**src/rtl/settle_seq_pkg.sv**
```systemverilog
// settle_seq_pkg
//   Shared types and defaults for the settle sequencer slice.
//   - state_e    : controller state encoding (IDLE / SETTLE / RESP)
//   - req_id_t   : requester index (two requesters -> 1 bit)
//   - rsp_t      : registered response payload (sampled data + owner id)
//   - *_W_DEF    : default operand and settle-counter widths
package settle_seq_pkg;

  localparam int DATA_W_DEF = 4;
  localparam int CNT_W_DEF  = 4;
  localparam int ID_W       = 1;

  typedef enum logic [1:0] {
    IDLE   = 2'd0,
    SETTLE = 2'd1,
    RESP   = 2'd2
  } state_e;

  typedef logic [ID_W-1:0] req_id_t;

  typedef struct packed {
    logic    data;
    req_id_t id;
  } rsp_t;

endpackage

```
**src/rtl/settle_sequencer_if.sv**
```systemverilog
// settle_sequencer_if
//   Bundles the two requester handshakes, the response handshake and the
//   drive/sense pins of the shared delay network.
//   slave  : the sequencer's view (accepts requests, drives net_in, returns rsp)
//   master : the requester/consumer/network side
//   req{0,1}_valid/data/ready : operand handshake per requester
//   net_in / net_out          : network drive {a,b,c,d} and its output
//   rsp_valid/ready/data/id   : result handshake
interface settle_sequencer_if
  import settle_seq_pkg::*;
#(
  parameter int DATA_W = DATA_W_DEF
);
  logic              req0_valid;
  logic [DATA_W-1:0] req0_data;
  logic              req0_ready;
  logic              req1_valid;
  logic [DATA_W-1:0] req1_data;
  logic              req1_ready;
  logic [DATA_W-1:0] net_in;
  logic              net_out;
  logic              rsp_valid;
  logic              rsp_ready;
  logic              rsp_data;
  logic              rsp_id;

  modport slave (
    input  req0_valid, req0_data, req1_valid, req1_data, net_out, rsp_ready,
    output req0_ready, req1_ready, net_in, rsp_valid, rsp_data, rsp_id
  );

  modport master (
    output req0_valid, req0_data, req1_valid, req1_data, net_out, rsp_ready,
    input  req0_ready, req1_ready, net_in, rsp_valid, rsp_data, rsp_id
  );
endinterface

```
**src/rtl/rr_arbiter_2.sv**
```systemverilog
// rr_arbiter_2
//   Two-requester round-robin grant, purely combinational.
//   valid   : request bits {req1, req0}
//   ptr     : requester that wins when both are valid
//   en      : grant only while enabled (controller idle)
//   gnt     : one-hot grant, all-zero when disabled or nothing valid
//   gnt_idx : index of the selected requester (meaningful when |gnt)
module rr_arbiter_2
  import settle_seq_pkg::*;
(
  input  logic [1:0] valid,
  input  req_id_t    ptr,
  input  logic       en,
  output logic [1:0] gnt,
  output req_id_t    gnt_idx
);

  always_comb begin
    // A lone requester wins regardless of the pointer; contention goes to ptr.
    gnt_idx = (valid == 2'b11) ? ptr : valid[1];
    gnt     = '0;
    if (en && |valid) gnt[gnt_idx] = 1'b1;
  end

endmodule

```
**src/rtl/settle_sequencer.sv**
```systemverilog
// settle_sequencer
//   Shares one combinational AND network between two requesters. A winning
//   operand is registered onto net_in, the controller waits eff_settle cycles
//   for the network to settle, samples net_out and returns it with its owner.
//   clock, reset_n : rising-edge clock, async active-low reset
//   settle_cycles  : settle wait in cycles, captured at accept (0 acts as 1)
//   busy           : high whenever a transaction is in flight or unconsumed
//   bus            : requester / response / network signals (slave view)
module settle_sequencer
  import settle_seq_pkg::*;
#(
  parameter int CNT_W  = CNT_W_DEF,
  parameter int DATA_W = DATA_W_DEF
)(
  input  logic             clock,
  input  logic             reset_n,
  input  logic [CNT_W-1:0] settle_cycles,
  output logic             busy,
  settle_sequencer_if.slave bus
);

  state_e            state;
  logic [CNT_W-1:0]  cnt;
  logic [DATA_W-1:0] net_in_q;
  logic              rsp_valid_q;
  rsp_t              rsp_q;
  req_id_t           rr_ptr;

  logic [1:0]        req_vld;
  logic [1:0]        gnt;
  req_id_t           gnt_idx;
  logic [CNT_W-1:0]  eff_settle;
  logic [DATA_W-1:0] gnt_data;

  assign req_vld = {bus.req1_valid, bus.req0_valid};

  rr_arbiter_2 u_arb (
    .valid   (req_vld),
    .ptr     (rr_ptr),
    .en      (state == IDLE),
    .gnt     (gnt),
    .gnt_idx (gnt_idx)
  );

  assign bus.req0_ready = gnt[0];
  assign bus.req1_ready = gnt[1];

  // A zero load would make the counter wrap; clamp to one cycle instead.
  assign eff_settle = (settle_cycles == '0) ? CNT_W'(1) : settle_cycles;
  assign gnt_data   = gnt_idx[0] ? bus.req1_data : bus.req0_data;

  always_ff @(posedge clock or negedge reset_n) begin
    if (!reset_n) begin
      state       <= IDLE;
      cnt         <= '0;
      net_in_q    <= '0;
      rsp_valid_q <= 1'b0;
      rsp_q       <= '0;
      rr_ptr      <= '0;
    end else begin
      case (state)
        IDLE: begin
          if (|gnt) begin
            net_in_q <= gnt_data;
            rsp_q.id <= gnt_idx;
            cnt      <= eff_settle;
            rr_ptr   <= ~gnt_idx;
            state    <= SETTLE;
          end
        end
        SETTLE: begin
          cnt <= cnt - CNT_W'(1);
          // cnt==1 marks the S-th edge after accept: net_in has been stable
          // for S full cycles when net_out is captured here.
          if (cnt == CNT_W'(1)) begin
            rsp_q.data  <= bus.net_out;
            rsp_valid_q <= 1'b1;
            state       <= RESP;
          end
        end
        RESP: begin
          // Return to IDLE only; the next accept is on the following edge.
          if (bus.rsp_ready) begin
            rsp_valid_q <= 1'b0;
            state       <= IDLE;
          end
        end
        default: state <= IDLE;
      endcase
    end
  end

  // net_in is only rewritten on accept, so it holds through RESP and IDLE.
  assign bus.net_in    = net_in_q;
  assign bus.rsp_valid = rsp_valid_q;
  assign bus.rsp_data  = rsp_q.data;
  assign bus.rsp_id    = rsp_q.id[0];
  assign busy          = (state != IDLE);

endmodule

```
**src/flat_wrapper.sv**
```systemverilog
// flat-port wrapper written by rule: the top's interface ports become plain ports
module settle_sequencer_flat import settle_seq_pkg::*;
#(
  parameter int CNT_W  = CNT_W_DEF,
  parameter int DATA_W = DATA_W_DEF
)
  (clock, reset_n, settle_cycles, busy, bus_req0_valid, bus_req0_data, bus_req1_valid, bus_req1_data, bus_net_out, bus_rsp_ready, bus_req0_ready, bus_req1_ready, bus_net_in, bus_rsp_valid, bus_rsp_data, bus_rsp_id);
  settle_sequencer_if #(.DATA_W(DATA_W)) bus_i ();
  input  logic clock;
  input  logic reset_n;
  input  logic [CNT_W-1:0] settle_cycles;
  output logic busy;
  input wire logic [$bits(bus_i.req0_valid)-1:0] bus_req0_valid;
  input wire logic [$bits(bus_i.req0_data)-1:0] bus_req0_data;
  input wire logic [$bits(bus_i.req1_valid)-1:0] bus_req1_valid;
  input wire logic [$bits(bus_i.req1_data)-1:0] bus_req1_data;
  input wire logic [$bits(bus_i.net_out)-1:0] bus_net_out;
  input wire logic [$bits(bus_i.rsp_ready)-1:0] bus_rsp_ready;
  output wire logic [$bits(bus_i.req0_ready)-1:0] bus_req0_ready;
  output wire logic [$bits(bus_i.req1_ready)-1:0] bus_req1_ready;
  output wire logic [$bits(bus_i.net_in)-1:0] bus_net_in;
  output wire logic [$bits(bus_i.rsp_valid)-1:0] bus_rsp_valid;
  output wire logic [$bits(bus_i.rsp_data)-1:0] bus_rsp_data;
  output wire logic [$bits(bus_i.rsp_id)-1:0] bus_rsp_id;
  assign bus_i.req0_valid = bus_req0_valid;
  assign bus_i.req0_data = bus_req0_data;
  assign bus_i.req1_valid = bus_req1_valid;
  assign bus_i.req1_data = bus_req1_data;
  assign bus_i.net_out = bus_net_out;
  assign bus_i.rsp_ready = bus_rsp_ready;
  assign bus_req0_ready = bus_i.req0_ready;
  assign bus_req1_ready = bus_i.req1_ready;
  assign bus_net_in = bus_i.net_in;
  assign bus_rsp_valid = bus_i.rsp_valid;
  assign bus_rsp_data = bus_i.rsp_data;
  assign bus_rsp_id = bus_i.rsp_id;
  settle_sequencer #(.CNT_W(CNT_W), .DATA_W(DATA_W)) u_core (.clock(clock), .reset_n(reset_n), .settle_cycles(settle_cycles), .busy(busy), .bus(bus_i));
endmodule
```
**config.mk**
```make
export PLATFORM = sky130hd
export DESIGN_NAME = settle_sequencer_flat
export DESIGN_NICKNAME = d
export VERILOG_FILES = /design/src/rtl/settle_seq_pkg.sv /design/src/rtl/settle_sequencer_if.sv /design/src/rtl/rr_arbiter_2.sv /design/src/rtl/settle_sequencer.sv /design/src/flat_wrapper.sv
export SDC_FILE = /design/constraint.sdc
export NUM_CORES = 1
export LEC_CHECK = 0
export BUFFER_PORTS_ARGS = -buffer_cell sky130_fd_sc_hd__buf_2
export CAP_MARGIN = 20
export CORE_MARGIN = 5
export CORE_UTILIZATION = 50
export CTS_CLUSTER_SIZE = 30
export DETAILED_ROUTE_END_ITERATION = 8
export GPL_TIMING_DRIVEN = 0
export PLACE_DENSITY = 0.81
export SYNTH_ARGS = -nofsm -noshare
export SYNTH_HDL_FRONTEND = slang
export SYNTH_SLANG_ARGS = --single-unit
```
**constraint.sdc**
```tcl
create_clock -name clock -period 3.2 [get_ports clock]
set_input_delay 0.32 -clock clock [delete_from_list [all_inputs] [get_ports clock]]
set_output_delay 0.32 -clock clock [all_outputs]
set_load 0.05 [all_outputs]
```
==> metrics <==
run status=finished clean; series of cell instances along the critical path=nor2_2 -> nand3_1 -> inv_1 -> buf_2; number of max-slew violations in the final report=0; number of unique standard cell types used by synthesis=25; gate count after technology mapping=80; maximum number of pins on one net before global-route repair=15; setup repair after global routing missed its margin=no; layout overhead on the synthesized area=25.4%; pre-CTS worst setup slack=1600 ps; vias post-DR=681; Max Freq=0.524 GHz; total DRC errors in the routed layout=0; GRT Overall Usage=16.6%; Clock Tree Buf Depth=2; path type of the worst setup path=reg -> out; clock tree from TritonCTS=built; fraction of final layout cells sized beyond drive strength 1=32.4%; area share of the leading cell type in the synthesized netlist=47.7%; path class of the lowest-slack min-delay path=in -> reg; Max stage delay on crit path=440 ps; Yosys warning total=0; Worst-path clk slew=80 ps; remaining antenna violation count=0; Power Dens Cells=1020 nW/µm²; max capacitance violation total=0; final clock skew=1.45 ps; post-layout min period=1910 ps; Net count, final=133; wire length per cell=13.1 µm; global-route wire length before repair=3220 µm; starting utilization of the core area=54.4%; number of buffers created by CTS=3; row count=13; vertical extent of the die=48.3 µm; post-synthesis net count=100; largest fanout of any net on the critical path=6; number of diodes=0; worst ir drop on vdd=691 µV; Root Buffer Master=sky130_fd_sc_hd__clkbuf_4; IO buf count=27; total detailed-routing wirelength=1650 µm; post-route core utilization=68.2%; gr ovfl total=0; full die area=2340 µm²; relative slew slack=72.1%; Synth Flop Type=sky130_fd_sc_hd__dfrtp_1; core region area=1350 µm²; insertion delay of the later-clocked pin in the worst-skew pair=270 ps; HPWL after detailed placement=1280 µm; via count of the first global-routing pass=727; violation count after the first detailed-route iteration=12; Num Clock Sinks=14; arrival time at the worst endpoint=1590 ps; share of synthesized registers carrying an async set or reset=100%; dpl cell area=888 µm²; syn avg cell area=9.18 µm²; number of vias per cell after detailed routing=5.40; leading area contributor after synthesis=sky130_fd_sc_hd__dfrtp_1; number of top-level pins=28; most common cell in the netlist=sky130_fd_sc_hd__dfrtp_1; fin crit share=59.6%; flip-flop and latch count after synthesis=14; drt first pass iters=4; die extent in x=48.3 µm; final number of hold-violating endpoints=0; PostCTS Resize Cnt=0; Setup WS post-layout=1290 ps; largest cells by area after synthesis=sky130_fd_sc_hd__dfrtp_1 48%, sky130_fd_sc_hd__inv_1 6.6%, sky130_fd_sc_hd__o21ai_1 6.1%; startpoint kind of the worst setup timing path=flip-flop; antenna violations before repair=0; post-synth design cell area=734 µm²; EDFF count, synth=0; list of most frequent post-synthesis cells=14 x sky130_fd_sc_hd__dfrtp_1, 13 x sky130_fd_sc_hd__inv_1, 9 x sky130_fd_sc_hd__o21ai_1, 5 x sky130_fd_sc_hd__nand2_1, 5 x sky130_fd_sc_hd__o221ai_1; portion of the post-synthesis area used by sequential elements=47.7%; reported leakage power=0.000481 µW; number of failing setup endpoints in the final timing report=0; Tightest Pin Transition=418 ps; post-route design area=921 µm²; number of levels in the clock H-tree=1; library cell contributing the largest single delay on the critical path=sky130_fd_sc_hd__dfrtp_1; Setup TNS Final=0 ps; RD Place Congestion=0.852; Worst Path Required=2880 ps; endpoint type of the worst setup path=primary output
routing by layer:
| layer | track usage, % | up-vias | part of all wire (%) |
|---|---|---|---|
| met5 | 0 | - | 0 |
| met4 | 6.91 | 0 | 0.91 |
| met2 | 23.9 | 27 | 45 |
| met3 | 4.59 | 2 | 8.0 |
| li1 | - | 340 | - |
| met1 | 23.2 | 312 | 46 |
stage by stage:
| stage | std cells | hold WS, ps | power, µW |
|---|---|---|---|
| floorplan | 80 | 24.4 | 726 |
| global placement | 122 | 226 | 836 |
| detailed placement | 122 | 233 | 853 |
| CTS | 126 | 234 | 952 |
| global route | 126 | 247 | 1020 |
| finish | 126 | 237 | 943 |
power breakdown:
part | internal, µW | switching, µW
clock network | 43.5 | 52.7
logic | 168 | 348
registers | 260 | 70.1
state kept, by name, summed over array words and instances (netlist names):
signal and count:
u_core.bus.net_in 4, u_core.bus.rsp_data 1, u_core.bus.rsp_id 1, u_core.bus.rsp_valid 1, u_core.cnt 4, u_core.rr_ptr 1, u_core.state 2
cell families after synthesis:
logic type / Yosys count / share of synthesized area [%]
buf+inv: 15 / 8.69
compound gates: 22 / 18.6
fa+ha+maj: 2 / 3.41
simple gates: 25 / 18.9
flops: 14 / 47.7
xor+xnor: 1 / 1.19
mux: 1 / 1.53
cell usage in the layout, fill, tap and decap left out, types with 2 or more instances in the layout:
master and instances:
sky130_fd_sc_hd__nor2_2 2, sky130_fd_sc_hd__buf_2 27, sky130_fd_sc_hd__ha_1 2, sky130_fd_sc_hd__dfrtp_1 14, sky130_fd_sc_hd__o221ai_1 5, sky130_fd_sc_hd__o21ai_0 2, sky130_fd_sc_hd__nand3_1 4, sky130_fd_sc_hd__clkbuf_4 3
sky130_fd_sc_hd__nor2_1 2, sky130_fd_sc_hd__nor3_1 3, sky130_fd_sc_hd__o21ai_1 9, sky130_fd_sc_hd__a21oi_1 3, sky130_fd_sc_hd__inv_1 13, sky130_fd_sc_hd__nand2_1 5, sky130_fd_sc_hd__nand2b_1 3, sky130_fd_sc_hd__nor4_1 2
worst paths after layout:
kind,start,end,slack (ps),depth (start not counted)
min reg2reg,u_core.bus.rsp_id,u_core.bus.rsp_id,490,2
max in group asynchronous,reset_n,u_core.cnt[3],2500,2
max reg2reg,u_core.cnt[1],u_core.bus.rsp_data,1750,5
min in group asynchronous,reset_n,u_core.bus.net_in[0],470,2
min,bus_rsp_ready,u_core.state[1],240,2
max,u_core.state[1],bus_req1_ready,1290,4
cell type report:
type / count / area [µm²]
Fill cell: 110 / 429
Timing Repair Buffer: 28 / 145
Multi-Input combinational cell: 51 / 320
Inverter: 14 / 52.6
Buffer: 1 / 11.3
Tap cell: 15 / 18.8
Clock buffer: 3 / 22.5
Sequential cell: 14 / 350
what timing repair did:
action	4_1_cts	5_1_grt
setup buffers	0	0
hold buffers	1	0
endpoints found under the hold margin	14	0
critical path: cells and delay by family (launching register included):
kind / cells / cell delay, ps
buf+inv: 2 / 360
flops: 1 / 440
simple gates: 2 / 520
(Power assumes the default switching activity.)
